[config.mk]
export PLATFORM = sky130hd
export DESIGN_NAME = fsk_modulator_flat
export DESIGN_NICKNAME = d
export VERILOG_FILES = /design/src/rtl/fsk_modulator_if.sv /design/src/rtl/fsk_modulator.sv /design/src/flat_wrapper.sv
export SDC_FILE = /design/constraint.sdc
export NUM_CORES = 1
export LEC_CHECK = 0
export BUFFER_PORTS_ARGS = -buffer_cell sky130_fd_sc_hd__buf_2
export CAP_MARGIN = 20
export CORE_MARGIN = 4
export CORE_UTILIZATION = 63
export CTS_BUF_LIST = sky130_fd_sc_hd__clkbuf_8
export CTS_CLUSTER_DIAMETER = 200
export DETAILED_ROUTE_END_ITERATION = 8
export GPL_ROUTABILITY_DRIVEN = 1
export PLACE_DENSITY = 0.83
export SYNTH_ARGS = -nofsm -noshare
export SYNTH_HDL_FRONTEND = slang
export SYNTH_SLANG_ARGS = --single-unit
[constraint.sdc]
create_clock -name clk -period 3.57 [get_ports clk]
set_input_delay 0.357 -clock clk [delete_from_list [all_inputs] [get_ports clk]]
set_output_delay 0.357 -clock clk [all_outputs]
set_load 0.01 [all_outputs]
[src/rtl/fsk_modulator_if.sv]
// fsk_modulator_if: bit-stream input and sample-stream output of the FSK modulator.
//
// Signals:
//   bit_in     data bit to modulate (sampled only on accept)
//   bit_valid  bit_in is valid
//   bit_ready  modulator can take a bit this cycle (accept = bit_valid & bit_ready)
//   mod_data   signed 16-bit sine sample
//   mod_valid  mod_data holds a valid sample this cycle
//
// Modports: master = bit source / sample sink, slave = the modulator.
interface fsk_modulator_if;
  logic               bit_in;
  logic               bit_valid;
  logic               bit_ready;
  logic signed [15:0] mod_data;
  logic               mod_valid;

  modport master (
    output bit_in,
    output bit_valid,
    input  bit_ready,
    input  mod_data,
    input  mod_valid
  );

  modport slave (
    input  bit_in,
    input  bit_valid,
    output bit_ready,
    output mod_data,
    output mod_valid
  );
endinterface

[src/rtl/fsk_modulator.sv]
// fsk_modulator: binary FSK modulator. Each accepted bit produces SAMPLES_PER_BIT sine samples
// read from a 256-entry ROM indexed by the top byte of a 16-bit phase accumulator, which
// advances by FREQ_WORD_0 or FREQ_WORD_1 per sample depending on the bit. A new bit can be
// taken on the last sample of the current symbol, giving a gapless output stream.
//
// Ports:
//   clk  single clock, all state on the rising edge
//   rst  asynchronous active-high reset
//   bus  fsk_modulator_if.slave (bit_in/bit_valid/bit_ready in, mod_data/mod_valid out)
//
// Optional feature (macro FSK_CONT_PHASE_EN): when defined, the phase accumulator carries
// across symbols (continuous-phase FSK) and is cleared only by reset. When undefined, every
// accepted bit restarts the phase at 0 so each symbol begins at LUT[0].
module fsk_modulator #(
  parameter logic [15:0] FREQ_WORD_0     = 16'd1024,
  parameter logic [15:0] FREQ_WORD_1     = 16'd2048,
  parameter int unsigned SAMPLES_PER_BIT = 64
) (
  input logic            clk,
  input logic            rst,
  fsk_modulator_if.slave bus
);

  localparam logic [15:0] CntLast = 16'(SAMPLES_PER_BIT - 1);

  // First quarter of round(32767*sin(2*pi*k/256)), k = 0..64; the rest follows by symmetry.
  localparam logic [15:0] QuarterLut [65] = '{
    16'd0,     16'd804,   16'd1608,  16'd2410,  16'd3212,  16'd4011,  16'd4808,  16'd5602,
    16'd6393,  16'd7179,  16'd7962,  16'd8739,  16'd9512,  16'd10278, 16'd11039, 16'd11793,
    16'd12539, 16'd13279, 16'd14010, 16'd14732, 16'd15446, 16'd16151, 16'd16846, 16'd17530,
    16'd18204, 16'd18868, 16'd19519, 16'd20159, 16'd20787, 16'd21403, 16'd22005, 16'd22594,
    16'd23170, 16'd23731, 16'd24279, 16'd24811, 16'd25329, 16'd25832, 16'd26319, 16'd26790,
    16'd27245, 16'd27683, 16'd28105, 16'd28510, 16'd28898, 16'd29268, 16'd29621, 16'd29956,
    16'd30273, 16'd30571, 16'd30852, 16'd31113, 16'd31356, 16'd31580, 16'd31785, 16'd31971,
    16'd32137, 16'd32285, 16'd32412, 16'd32521, 16'd32609, 16'd32678, 16'd32728, 16'd32757,
    16'd32767
  };

  // Full 256-entry sine ROM folded onto the quarter table: odd quadrants mirror the index,
  // the lower half of the circle (idx[7]) negates.
  function automatic logic signed [15:0] sine_lut(input logic [7:0] idx);
    logic [6:0]  q;
    logic [15:0] mag;
    q   = idx[6] ? (7'd64 - {1'b0, idx[5:0]}) : {1'b0, idx[5:0]};
    mag = QuarterLut[q];
    return idx[7] ? -$signed(mag) : $signed(mag);
  endfunction

  typedef enum logic [0:0] {StIdle, StRun} state_e;

  state_e             state_q, state_d;
  logic [15:0]        phase_q, phase_d;
  logic [15:0]        cnt_q, cnt_d;
  logic               bit_q, bit_d;
  logic signed [15:0] mod_data_q, mod_data_d;
  logic               mod_valid_q, mod_valid_d;

  logic        last_sample;
  logic        bit_ready;
  logic        accept;
  logic [15:0] phase_step;
  logic [15:0] phase_sum;
  logic [15:0] phase_restart_idle;
  logic [15:0] phase_restart_run;

  assign last_sample = (cnt_q == CntLast);
  assign bit_ready   = (state_q == StIdle) || last_sample;
  assign accept      = bus.bit_valid && bit_ready;
  assign phase_step  = bit_q ? FREQ_WORD_1 : FREQ_WORD_0;
  assign phase_sum   = phase_q + phase_step;

`ifdef FSK_CONT_PHASE_EN
  // Phase carries straight on into the next symbol.
  assign phase_restart_idle = phase_q;
  assign phase_restart_run  = phase_sum;
`else
  assign phase_restart_idle = '0;
  assign phase_restart_run  = '0;
`endif

  always_comb begin
    state_d     = state_q;
    phase_d     = phase_q;
    cnt_d       = cnt_q;
    bit_d       = bit_q;
    mod_data_d  = mod_data_q;
    mod_valid_d = mod_valid_q;
    unique case (state_q)
      StIdle: begin
        mod_valid_d = 1'b0;
        mod_data_d  = '0;
        if (accept) begin
          bit_d   = bus.bit_in;
          cnt_d   = '0;
          phase_d = phase_restart_idle;
          state_d = StRun;
        end
      end
      StRun: begin
        mod_data_d  = sine_lut(phase_q[15:8]);
        mod_valid_d = 1'b1;
        phase_d     = phase_sum;
        cnt_d       = cnt_q + 16'd1;
        if (last_sample) begin
          cnt_d = '0;
          if (accept) begin
            bit_d   = bus.bit_in;
            phase_d = phase_restart_run;
          end else begin
            state_d = StIdle;
          end
        end
      end
    endcase
  end

  always_ff @(posedge clk or posedge rst) begin
    if (rst) begin
      state_q     <= StIdle;
      phase_q     <= '0;
      cnt_q       <= '0;
      bit_q       <= 1'b0;
      mod_data_q  <= '0;
      mod_valid_q <= 1'b0;
    end else begin
      state_q     <= state_d;
      phase_q     <= phase_d;
      cnt_q       <= cnt_d;
      bit_q       <= bit_d;
      mod_data_q  <= mod_data_d;
      mod_valid_q <= mod_valid_d;
    end
  end

  assign bus.bit_ready = bit_ready;
  assign bus.mod_data  = mod_data_q;
  assign bus.mod_valid = mod_valid_q;

endmodule

[src/flat_wrapper.sv]
// flat-port wrapper written by rule: the top's interface ports become plain ports
module fsk_modulator_flat 
#(
  parameter logic [15:0] FREQ_WORD_0     = 16'd1024,
  parameter logic [15:0] FREQ_WORD_1     = 16'd2048,
  parameter int unsigned SAMPLES_PER_BIT = 64
)
  (clk, rst, bus_bit_in, bus_bit_valid, bus_bit_ready, bus_mod_data, bus_mod_valid);
  fsk_modulator_if bus_i ();
  input logic clk;
  input logic rst;
  input wire logic [$bits(bus_i.bit_in)-1:0] bus_bit_in;
  input wire logic [$bits(bus_i.bit_valid)-1:0] bus_bit_valid;
  output wire logic [$bits(bus_i.bit_ready)-1:0] bus_bit_ready;
  output wire logic [$bits(bus_i.mod_data)-1:0] bus_mod_data;
  output wire logic [$bits(bus_i.mod_valid)-1:0] bus_mod_valid;
  assign bus_i.bit_in = bus_bit_in;
  assign bus_i.bit_valid = bus_bit_valid;
  assign bus_bit_ready = bus_i.bit_ready;
  assign bus_mod_data = bus_i.mod_data;
  assign bus_mod_valid = bus_i.mod_valid;
  fsk_modulator #(.FREQ_WORD_0(FREQ_WORD_0), .FREQ_WORD_1(FREQ_WORD_1), .SAMPLES_PER_BIT(SAMPLES_PER_BIT)) u_core (.clk(clk), .rst(rst), .bus(bus_i));
endmodule
==> impl_metrics.yaml <==
clock_network:
  cts_tree: "built"
  clk_pin_slew_ns: 0.08
  clk_latency_ns: 0.29
  cts_buffer_depth: 2
  htree_num_levels: 2
  cts_buffers: 5
  cts_root_buf: "clkbuf_8"
  clock-sinks: 41
  post_cts_resized: 0
timing:
  relSlewSlack_pct: 60.1
  fin_tns_setup_ns: 0
  maxSlewViolCount: 0
  finalHoldViolCount: 0
  worst_slack_ns: 0.536
  hold_ws_ns: 0.301
  worst_slew_pin_slew_ns: 0.593
  setup_viol: 0
  timing.fmax_mhz: 330
  finalCritPeriodShare_pct: 85.0
  grt_setup_unrepaired: "no"
  fin_worst_skew_ns: 0.00605
  period_minus_slack_ns: 3.03
detailed_routing:
  vias_per_cell: 6.38
  wl_per_cell_um: 16.4
  ant_nets: 0
  drt_iter0_markers: 297
  first_pass_iters: 5
  post-route-drc-count: 0
  vias: 2888
  wirelength_um: 7410
grt:
  grt_pass1_wl_um: 12000
  grt_max_degree: 28
  grt.total_usage_pct: 24.4
  overflow: 0
  grt_pass1_vias: 2416
  antenna_found_initial: 0
placement:
  pre_cts_ws_ns: 0.606
  dp_hpwl_um: 5120
  port_buffers: 21
  place_congestion: 1.04
setup_path:
  worstSetupPathType: "reg2reg"
  r2r_cells: 10
  startpoint: "u_core.phase_q[10]$_DFFE_PP0N_"
  crit_arrival_ns: 3.18
  end_kind: "register"
  crit-reg2reg-launch: "u_core.phase_q[10]$_DFFE_PP0N_"
  start_kind: "register"
  cp.required_ns: 3.72
  cp_max_fo: 22
synth:
  synth_seq_cells: 41
  synth_top_cells_by_area: "dfrtp_1 33%, o21ai_0 6.9%, ha_1 4.8%, nand2_1 4.1%, nor2_1 4.0%"
  synth_top_area_share_pct: 32.9
  synthArstFlopShare_pct: 100
  ys_warn_count: 0
  synth_edf_count: 0
  ys_seq_area_share_pct: 32.9
  synthCells: 367
  synth_ff_type: "dfrtp_1"
  netlist_area_sq_um: 3120
  yosysUniqueCellTypes: 70
  syn_avg_cell_area_sq_um: 8.49
  yosys.area.top_type: "dfrtp_1"
finish:
  final_nets: 402
  drive_gt1_share_pct: 14.2
  n_antenna_cell: 0
  area_delta_synth_final_pct: 8.76
  utilization_pct: 71.3
die:
  num_rows: 25
  die_x_um: 78.3
  die_area_sq_um: 6130
  start_util_pct: 65.5
  die_h_um: 78.3
  io_pins: 22
  core-area_sq_um: 4750
pwr:
  switchingPower_uw: 184
  power_frac_comb_pct: 3.8
  peakVddDrop_mv: 0.159
  seqPwrFrac_pct: 56.8
  p_int_uw: 633
  swShare_pct: 22.5
  p_per_area_nw_per_um2: 241
  leakage_nw: 1.48
  pwr-share-clk_pct: 39.4
min_path:
  min_from: "bus_bit_in"
  holdPathStages: 3
  min_path_type: "in2reg"
run:
  drv_cap: 0
status:
  outcome: "finished clean"
routing by layer:
metal | vias to the layer above | share of wire, % | global-route usage, %
met1 | 1356 | 45 | 37.7
li1 | 1373 | - | -
met2 | 143 | 46 | 35.5
met3 | 16 | 7.4 | 3.44
met4 | 0 | 1.7 | 6.99
met5 | - | 0 | 0
cells in the mapped netlist, types with 5 or more instances:
| library cell | instances |
|---|---|
| and3_1 | 11 |
| nand3_1 | 16 |
| nor3_1 | 7 |
| a21oi_1 | 12 |
| buf_2 | 10 |
| dfrtp_1 | 41 |
| a22o_1 | 6 |
| o41ai_1 | 6 |
| o21ai_0 | 43 |
| clkbuf_1 | 11 |
| nand2_1 | 34 |
| ha_1 | 12 |
| nor2_1 | 33 |
| o21a_1 | 5 |
| inv_1 | 6 |
| and2_1 | 7 |
| xnor2_1 | 7 |
| nand2b_1 | 6 |
| nor4_1 | 7 |
| nor2b_1 | 5 |
| o31ai_1 | 7 |
registers in the layout (all words and copies together), names as in the netlist:
signal / count
u_core.cnt_q: 16
u_core.phase_q: 6
u_core.bus.mod_valid: 1
u_core.bus.mod_data: 16
u_core.bit_q: 1
u_core.state_q: 1
worst paths after layout:
path	to	slack, ns
worst max-delay path	u_core.bus.mod_data[4]$_DFF_PP0_	0.54
worst min-delay path	u_core.bit_q$_DFFE_PP0P_	0.30
worst max register to register	u_core.bus.mod_data[4]$_DFF_PP0_	0.54
worst min register to register	u_core.cnt_q[2]$_DFFE_PP0N_	0.53
max in group asynchronous	u_core.bus.mod_data[1]$_DFF_PP0_	2.43
min in group asynchronous	u_core.cnt_q[2]$_DFFE_PP0N_	0.50
repair_timing:
item	in CTS	in global routing
setup buffers	0	0
setup endpoints to repair	0	0
endpoints found under the hold margin	0	1
hold buffers	0	1
critical path, cell delays in order, from the launching register on:
cell      delay (ns)
dfrtp_1         0.39
buf_4           0.22
o31a_4          0.41
xnor2_4         0.44
nor2_1          0.13
o211ai_1        0.19
o311a_1         0.23
ha_1            0.17
inv_1           0.07
o41ai_1         0.47
o21ai_0         0.16
cell usage in the layout (no fill, tap or decap), types with 3 or more instances in the layout:
master	count
o21ai_0	43
dfrtp_1	41
nand2_1	34
nor2_1	33
buf_2	21
nand3_1	16
a21oi_1	12
ha_1	12
and3_1	11
buf_4	11
nor4_1	7
and2_1	7
nor3_1	7
o31ai_1	7
xnor2_1	7
inv_1	6
o41ai_1	6
a22o_1	6
nand2b_1	6
conb_1	6
clkbuf_8	6
o21a_1	5
nor2b_1	5
mux2i_1	4
o211ai_1	4
nand4_1	3
xor2_1	3
o31a_1	3
logic make-up (layout without fill, tap and decap cells):
logic type	after synthesis	count (layout)	synth area share [%]
mux	5	5	1.65
xor+xnor	12	12	4.22
compound gates	113	113	25.3
buf+inv	35	50	5.70
fa+ha+maj	13	13	5.46
simple gates	146	146	24.5
flops	41	41	32.9
other cells	2	6	0.241
power groups by stage:
| stage | clock (mW) | combinational, mW | sequential (mW) |
|---|---|---|---|
| final | 0.322 | 0.0307 | 0.464 |
| after global routing | 0.354 | 0.0352 | 0.464 |
| after CTS | 0.324 | 0.0255 | 0.464 |
| after detailed placement | 0 | 0.0254 | 0.473 |
| after global placement | 0 | 0.0253 | 0.473 |
| after floorplan | 0 | 0.0179 | 0.473 |
area by class of cell:
class	count	area [sq um]
Clock buffer	6	82.6
Clock inverter	2	13.8
Fill cell	386	1370
Inverter	8	30.0
Multi-Input combinational cell	295	1930
Sequential cell	41	1030
Tap cell	67	83.8
Timing Repair Buffer	34	225
metrics by stage:
step                instance area [sq um]  std cells  power (mW)
floorplan                            3130        371       0.491
global placement                     3250        443       0.499
detailed placement                   3250        443       0.499
CTS                                  3350        451       0.814
global route                         3390        453       0.853
finish                               3390        453       0.817
No activity file was read; power rests on OpenSTA's default activity.
